[src/rtl/multi_debouncer.sv]
// N-channel button/switch debouncer: per-channel synchroniser feeding a
// LISTEN/HOLD FSM that emits one-cycle rise/fall pulses and then ignores its input.

module mdb_lane #(
  parameter int HOLD_CYCLES = 256,
  parameter int SYNC_STAGES = 2,
  parameter bit INIT_LEVEL  = 1'b0,
  parameter int CNT_W       = $clog2(HOLD_CYCLES)
) (
  input  logic clk,
  input  logic rst,
  input  logic din_i,
  output logic level_o,
  output logic rise_o,
  output logic fall_o,
  output logic busy_o
);

  typedef enum logic {LISTEN = 1'b0, HOLD = 1'b1} state_e;

  logic [SYNC_STAGES-1:0] sync_q;
  state_e                 state_q, state_d;
  logic [CNT_W-1:0]       cnt_q, cnt_d;
  logic                   level_q, level_d;
  logic                   rise_q, rise_d;
  logic                   fall_q, fall_d;
  logic                   s;

  assign s = sync_q[SYNC_STAGES-1];

  always_ff @(posedge clk) begin
    if (rst) begin
      sync_q  <= {SYNC_STAGES{INIT_LEVEL}};
      state_q <= LISTEN;
      cnt_q   <= '0;
      level_q <= INIT_LEVEL;
      rise_q  <= 1'b0;
      fall_q  <= 1'b0;
    end else begin
      sync_q  <= {sync_q[SYNC_STAGES-2:0], din_i};
      state_q <= state_d;
      cnt_q   <= cnt_d;
      level_q <= level_d;
      rise_q  <= rise_d;
      fall_q  <= fall_d;
    end
  end

  always_comb begin
    state_d = state_q;
    cnt_d   = cnt_q;
    level_d = level_q;
    rise_d  = 1'b0;
    fall_d  = 1'b0;
    case (state_q)
      LISTEN: begin
        if (s != level_q) begin
          level_d = s;
          rise_d  = s;
          fall_d  = ~s;
          cnt_d   = '0;
          state_d = HOLD;
        end
      end
      HOLD: begin
        // Terminal compare exits before the counter could wrap.
        if (cnt_q == CNT_W'(HOLD_CYCLES - 1)) begin
          state_d = LISTEN;
          cnt_d   = '0;
        end else begin
          cnt_d = cnt_q + CNT_W'(1);
        end
      end
      default: begin
        state_d = LISTEN;
        cnt_d   = '0;
      end
    endcase
  end

  assign level_o = level_q;
  assign rise_o  = rise_q;
  assign fall_o  = fall_q;
  assign busy_o  = (state_q == HOLD);

endmodule

module multi_debouncer #(
  parameter int N_CH        = 4,
  parameter int HOLD_CYCLES = 256,
  parameter int SYNC_STAGES = 2,
  parameter bit INIT_LEVEL  = 1'b0
) (
  input  logic            clk,
  input  logic            rst,
  input  logic [N_CH-1:0] bouncy_in,
  output logic [N_CH-1:0] level_out,
  output logic [N_CH-1:0] rise_pulse,
  output logic [N_CH-1:0] fall_pulse,
  output logic [N_CH-1:0] busy
);

  localparam int CNT_W = $clog2(HOLD_CYCLES);

  for (genvar c = 0; c < N_CH; c++) begin : g_ch
    mdb_lane #(
      .HOLD_CYCLES (HOLD_CYCLES),
      .SYNC_STAGES (SYNC_STAGES),
      .INIT_LEVEL  (INIT_LEVEL),
      .CNT_W       (CNT_W)
    ) u_lane (
      .clk     (clk),
      .rst     (rst),
      .din_i   (bouncy_in[c]),
      .level_o (level_out[c]),
      .rise_o  (rise_pulse[c]),
      .fall_o  (fall_pulse[c]),
      .busy_o  (busy[c])
    );
  end

endmodule

[config.mk]
export PLATFORM = sky130hd
export DESIGN_NAME = multi_debouncer
export DESIGN_NICKNAME = d
export VERILOG_FILES = /design/src/rtl/multi_debouncer.sv
export SDC_FILE = /design/constraint.sdc
export NUM_CORES = 1
export LEC_CHECK = 0
export BUFFER_PORTS_ARGS = -buffer_cell sky130_fd_sc_hd__buf_2
export CELL_PAD_IN_SITES_DETAIL_PLACEMENT = 0
export CELL_PAD_IN_SITES_GLOBAL_PLACEMENT = 2
export CORE_MARGIN = 5
export CORE_UTILIZATION = 36
export CTS_CLUSTER_SIZE = 28
export DETAILED_ROUTE_END_ITERATION = 10
export GPL_TIMING_DRIVEN = 0
export HOLD_SLACK_MARGIN = 0.03
export PLACE_DENSITY_LB_ADDON = 0.1
export SKIP_CTS_REPAIR_TIMING = 1
export SKIP_LAST_GASP = 1
export SLEW_MARGIN = 20
export SYNTH_ARGS = -nofsm -noshare
export SYNTH_HDL_FRONTEND = slang
export SYNTH_SLANG_ARGS = --single-unit
[constraint.sdc]
create_clock -name clk -period 2 [get_ports clk]
set_clock_uncertainty 0.2 [all_clocks]
set_input_delay 0 -clock clk [delete_from_list [all_inputs] [get_ports clk]]
set_output_delay 0 -clock clk [all_outputs]
set_load 0.02 [all_outputs]
==> results of run 1 <==
## metal layers
metal | up-vias | global-route usage (%) | part of all wire (%)
li1 | 1056 | - | -
met1 | 900 | 17.87 | 51
met3 | 6 | 2.244 | 2.8
met2 | 25 | 19.69 | 45
met5 | - | 0 | 0
met4 | 0 | 4.332 | 0.99
## flip-flops by register name, summed over array words and instances, names as in the netlist
signal	count
g_ch.u_lane.cnt_q	32
g_ch.u_lane.sync_q	8
g_ch.u_lane.busy_o	4
g_ch.u_lane.fall_o	4
g_ch.u_lane.level_o	4
g_ch.u_lane.rise_o	4
## where the power goes
part	switching (W)	leakage, nW	internal, W
clock network	0.000360	0.0503	0.000310
registers	0.0000267	0.455	0.00114
logic	0.000124	0.587	0.0000905
## tightest hold or removal path, stage by stage
cell,delay [ns]
buf_2,0.11
clkbuf_1,0.22
nor3_1,0.21
or2_1,0.11
## Yosys cell counts (all sizes together)
cell,number,area [µm²]
nand2b,6,37.54
a311oi,4,35.03
inv,7,26.28
or4,1,7.510
a41oi,2,25.03
nor2,20,77.58
nand3,12,60.06
or3,5,31.28
and2,2,12.51
a21o,1,8.760
mux2i,6,60.06
xor2,5,51.30
clkbuf,7,26.28
a211o,1,8.760
xnor2,3,26.28
nor3b,2,15.01
nand4b,1,8.760
and4,1,11.26
o21ai,17,85.08
dfxtp,56,1121
a22oi,3,22.52
nor4b,8,70.07
a31oi,2,12.51
nor2b,9,56.30
a21oi,20,100.1
a21boi,1,7.510
buf,20,136.4
nor3,8,40.04
or2,6,37.53
ha,4,50.05
and3b,2,17.52
nand4,3,18.77
nand2,24,90.09
o31a,2,17.52
nand3b,10,75.07
a211oi,1,7.510
and3,4,31.28
## cells by family after synthesis
kind of cell	count (synthesis)	synth area share, %
buffers and inverters	34	7.479
XOR/XNOR	8	3.071
adder cells (fa/ha/maj)	4	1.981
AO/OA/AOI/OAI	54	13.08
multiplexers	6	2.378
AND/OR/NAND/NOR	124	27.64
flip-flops	56	44.38
## cell type report
class                      instances  area, µm²
sequential                        56       1121
multi-input combinational        196       1216
timing repair buffer              26      155.1
inverter                           7      26.28
clock buffer                       7      96.34
tap                               96      120.1
fill                             708       3896
buffer                            27      162.7
## metrics by stage
step	setup slack (ns)	util [%]
2_1_floorplan	0.2700	-
3_3_place_gp	0.1844	40.50
3_5_place_dp	0.1541	40.50
4_1_cts	0.1353	41.92
5_1_grt	0.003382	42.65
6_report	0.1503	42.65
## how the worst min path moves through the flow
stage	slack, ns	endpoint	depth (start not counted)
after floorplan	-0.07	g_ch[0].u_lane.sync_q[0]	1
after global placement	0.01	g_ch[1].u_lane.sync_q[0]	2
after detailed placement	0.01	g_ch[1].u_lane.sync_q[0]	2
after CTS	-0.31	g_ch[1].u_lane.sync_q[0]	2
after global routing	0.24	g_ch[0].u_lane.busy_o	4
final	0.16	g_ch[0].u_lane.busy_o	4
==> results.sh, run 1 <==
export IMPL_outcome="completed"
export IMPL_drt_wl_total_mm=5.242
export IMPL_clockBufferDepth=2
export IMPL_ys_ff_latch=56
export IMPL_cts_tree="yes"
export IMPL_core_um2=6794
export IMPL_post_route_period_util_pct=92.49
export IMPL_finalHoldViolations=0
export IMPL_h_tree_depth=2
export IMPL_slowest_delay_ns=0.41
export IMPL_avgViaCountPerCell=4.788
export IMPL_synthCells=286
export IMPL_dr_pass1_iters=4
export IMPL_maxSlewHeadroom_pct=61.28
export IMPL_area_growth_pct=14.71
export IMPL_crit_path_max_fanout=6
export IMPL_yosysUniqueCellTypes=46
export IMPL_die_w_um=93.77
export IMPL_placementRows=30
export IMPL_drv_slew=0
export IMPL_r2r_end="g_ch[0].u_lane.cnt_q[5]"
export IMPL_cellPowerDensity_nw_per_um2=709.0
export IMPL_period_needed_ns=1.850
export IMPL_die_y_um=93.77
export IMPL_fin_nets=329
export IMPL_drtIter0Drc=61
export IMPL_required_ns=2.00
export IMPL_drc=0
export IMPL_grt_pass1_vias=1888
export IMPL_final_common_cell="dfxtp_1"
export IMPL_timing_fmax_mhz=540.6
export IMPL_setup_tns_ns=0
export IMPL_worstHoldStart="rst"
export IMPL_netlist_area_um2=2526
export IMPL_placed_cell_area_um2=2751
export IMPL_crit_cells=6
export IMPL_avgSynthCellArea_um2=8.833
export IMPL_r2r_cells=6
export IMPL_clk_pin_slew_ns=0.10
export IMPL_cp_slowest_cell="dfxtp_1"
export IMPL_startpoint="g_ch[0].u_lane.cnt_q[0]"
export IMPL_rsz0062_at_grt="no"
export IMPL_hold_ws_ns=0.1614
export IMPL_grt_max_degree=16
export IMPL_arrival_ns=1.85
export IMPL_track_usage_pct=12.75
export IMPL_hpwl_mm=3.682
export IMPL_stdcell_count=415
export IMPL_p_total_w=0.002055
export IMPL_path_cells="ha_1, and3_1, clkbuf_1, a41oi_2, a21oi_1, o21ai_0"
export IMPL_worst_ir_drop_vdd_mv=0.2596
export IMPL_dpl_cell_count=403
export IMPL_worstMarginPinSlew_ns=0.5808
export IMPL_synth_seq_area_share_pct=44.38
export IMPL_root_buffer="clkbuf_8"
export IMPL_io_buffers=21
export IMPL_crit_type="flip-flop to flip-flop"
export IMPL_final_cell_mix="dfxtp_1, nand2_1, buf_2"
export IMPL_crit_buf_inv=1
export IMPL_rrSetupSlack_ns=0.15
export IMPL_routabilityCongestion=0.7522
export IMPL_crit_family="compound AO/OA/AOI/OAI gates"
export IMPL_r2r_start="g_ch[0].u_lane.cnt_q[0]"
export IMPL_start_util_pct=37.18
export IMPL_clkSinkCount=56
export IMPL_cts_made_buffers=5
export IMPL_antenna_cells=0
export IMPL_start_kind="flip-flop"
export IMPL_clkLatencyLatePin_ns=0.31
export IMPL_dieArea_um2=8793
export IMPL_ant_nets=0
export IMPL_setup_viol=0
export IMPL_final_layout_size_suffix_gt1_share_pct=17.55
export IMPL_fin_area_um2=2898
export IMPL_syn_nets=296
export IMPL_vias=1987
export IMPL_cap_violations=0
export IMPL_io_pins=22
export IMPL_endpoint_kind="flip-flop"
export IMPL_hold_path_class="primary input to flip-flop"
export IMPL_grt_pass1_wl_mm=9.045
export IMPL_crit_end="g_ch[0].u_lane.cnt_q[5]"
export IMPL_wire_per_inst_um=12.63
export IMPL_p_leak_nw=1.092
export IMPL_grt_overflow=0
export IMPL_synth_warning_count=0
export IMPL_antenna_found_initial=0
(Power assumes the default switching activity.)
==> run 2: changes to the inputs <==
- GPL_TIMING_DRIVEN: 0 -> 1
==> run 2 against run 1 <==
Against the previous run: clock power decreased by 1%; critical path depth decreased by 1; global-route usage fell by 1.2 points; utilization is 1.7 points lower; combinational power shrank 8%; setup slack improved by 0.020 ns; via count shrank 2.6%; critical endpoint is now g_ch[2].u_lane.cnt_q[7].
==> results.sh, run 2 (synthesis results as in run 1) <==
export IMPL_die_y_um=93.77
export IMPL_grt_max_degree=25
export IMPL_final_layout_size_suffix_gt1_share_pct=15.10
export IMPL_ant_nets=0
export IMPL_crit_path_max_fanout=4
export IMPL_final_common_cell="dfxtp_1"
export IMPL_cp_slowest_cell="or4_1"
export IMPL_drc=0
export IMPL_io_buffers=21
export IMPL_track_usage_pct=11.56
export IMPL_slowest_delay_ns=0.47
export IMPL_grt_pass1_wl_mm=8.162
export IMPL_period_needed_ns=1.829
export IMPL_fin_nets=308
export IMPL_arrival_ns=1.88
export IMPL_maxSlewHeadroom_pct=68.67
export IMPL_stdcell_count=394
export IMPL_h_tree_depth=2
export IMPL_vias=1935
export IMPL_finalHoldViolations=0
export IMPL_required_ns=2.05
export IMPL_setup_tns_ns=0
export IMPL_placementRows=30
export IMPL_crit_buf_inv=0
export IMPL_worst_ir_drop_vdd_mv=0.2957
export IMPL_post_route_period_util_pct=91.47
export IMPL_place_ws_ns=0.1950
export IMPL_drt_wl_total_mm=4.816
export IMPL_wire_per_inst_um=12.22
export IMPL_clockBufferDepth=2
export IMPL_grt_pass1_vias=1789
export IMPL_cts_made_buffers=5
export IMPL_crit_type="flip-flop to flip-flop"
export IMPL_hold_path_class="primary input to flip-flop"
export IMPL_final_cell_mix="dfxtp_1, nand2_1, buf_2"
export IMPL_worstMarginPinSlew_ns=0.4663
export IMPL_start_util_pct=37.18
export IMPL_clkSinkCount=56
export IMPL_area_growth_pct=10.05
export IMPL_largest_register="g_ch.u_lane.cnt_q"
export IMPL_layout_setup_ws_ns=0.1707
export IMPL_outcome="completed"
export IMPL_rrSetupSlack_ns=0.17
export IMPL_antenna_cells=0
export IMPL_cts_tree="yes"
export IMPL_cellPowerDensity_nw_per_um2=729.9
export IMPL_start_kind="flip-flop"
export IMPL_drtIter0Drc=41
export IMPL_timing_fmax_mhz=546.6
export IMPL_dr_pass1_iters=4
export IMPL_root_buffer="clkbuf_8"
export IMPL_die_w_um=93.77
export IMPL_whs_path_depth=3
export IMPL_clk_pin_slew_ns=0.10
export IMPL_r2r_end="g_ch[2].u_lane.cnt_q[7]"
export IMPL_r2r_cells=5
export IMPL_dpl_cell_count=382
export IMPL_rsz0062_at_grt="no"
export IMPL_setup_viol=0
export IMPL_grt_overflow=0
export IMPL_cap_violations=0
export IMPL_hpwl_mm=3.332
export IMPL_core_um2=6794
export IMPL_dieArea_um2=8793
export IMPL_r2r_start="g_ch[2].u_lane.cnt_q[0]"
export IMPL_routabilityCongestion=0.7288
export IMPL_antenna_found_initial=0
export IMPL_hold_end="g_ch[1].u_lane.sync_q[0]"
export IMPL_endpoint_kind="flip-flop"
export IMPL_drv_slew=0
export IMPL_avgViaCountPerCell=4.911
export IMPL_clkLatencyLatePin_ns=0.30
export IMPL_largest_reg_flops=32
export IMPL_crit_family="simple AND/OR/NAND/NOR gates"
export IMPL_worstHoldStart="bouncy_in[1]"
export IMPL_io_pins=22
export IMPL_path_cells="ha_1, and3_4, a21o_2, or4_1, nand3_1"
export IMPL_p_leak_nw=1.021
export IMPL_top_regs="g_ch.u_lane.cnt_q x32, g_ch.u_lane.sync_q x8"
-- run 2: cell types whose count changed in the layout (fill, tap and decap cells not counted), sizes merged --
| cell | before | now |
|---|---|---|
| buf | 41 | 27 |
| clkbuf | 14 | 7 |
-- run 2: metrics by stage --
step                hold slack (ns)  total power [W]  area (µm²)  util (%)
global placement            0.01753         0.001390        2634     38.77
floorplan                  -0.07182         0.001347        2526         -
CTS                         -0.3132         0.002067        2730     40.18
detailed placement          0.01814         0.001388        2634     38.77
finish                       0.2412         0.002029        2780     40.92
global route                 0.2661         0.002135        2780     40.92
-- run 2: worst max-delay path by stage --
stage                                  startpoint                       to  slack, ns  cells past startpoint
after CTS                 g_ch[2].u_lane.cnt_q[0]  g_ch[2].u_lane.cnt_q[7]       0.17                      5
after global routing      g_ch[2].u_lane.cnt_q[0]  g_ch[2].u_lane.cnt_q[7]       0.09                      5
after global placement    g_ch[2].u_lane.cnt_q[0]  g_ch[2].u_lane.cnt_q[7]       0.21                      5
final                     g_ch[2].u_lane.cnt_q[0]  g_ch[2].u_lane.cnt_q[7]       0.17                      5
after floorplan           g_ch[2].u_lane.cnt_q[0]  g_ch[2].u_lane.cnt_q[7]       0.27                      5
after detailed placement  g_ch[2].u_lane.cnt_q[0]  g_ch[2].u_lane.cnt_q[7]       0.20                      5
-- run 2: where the power goes --
part / internal, W / total [W] / switching [W]
clock network: 0.000310 / 0.000662 / 0.000353
logic: 0.0000796 / 0.000197 / 0.000117
registers: 0.00114 / 0.00117 / 0.0000268
-- run 2: worst min-delay path, stage by stage --
cell	delay, ns
dlygate4sd3_1	0.52
buf_2	0.09
nor2b_1	0.10
-- run 2: cell type report --
cell class	count	area [µm²]
fill	687	4014
multi-input combinational	196	1216
sequential	56	1121
timing repair buffer	32	200.2
tap	96	120.1
clock buffer	7	96.34
inverter	7	26.28
-- run 2: layer usage --
metal	track usage [%]	routed length, µm	up-vias
li1	-	-	1010
met1	15.15	2478	897
met2	18.21	2118	21
met3	3.205	146	7
met4	3.971	73	0
met5	0	0	-
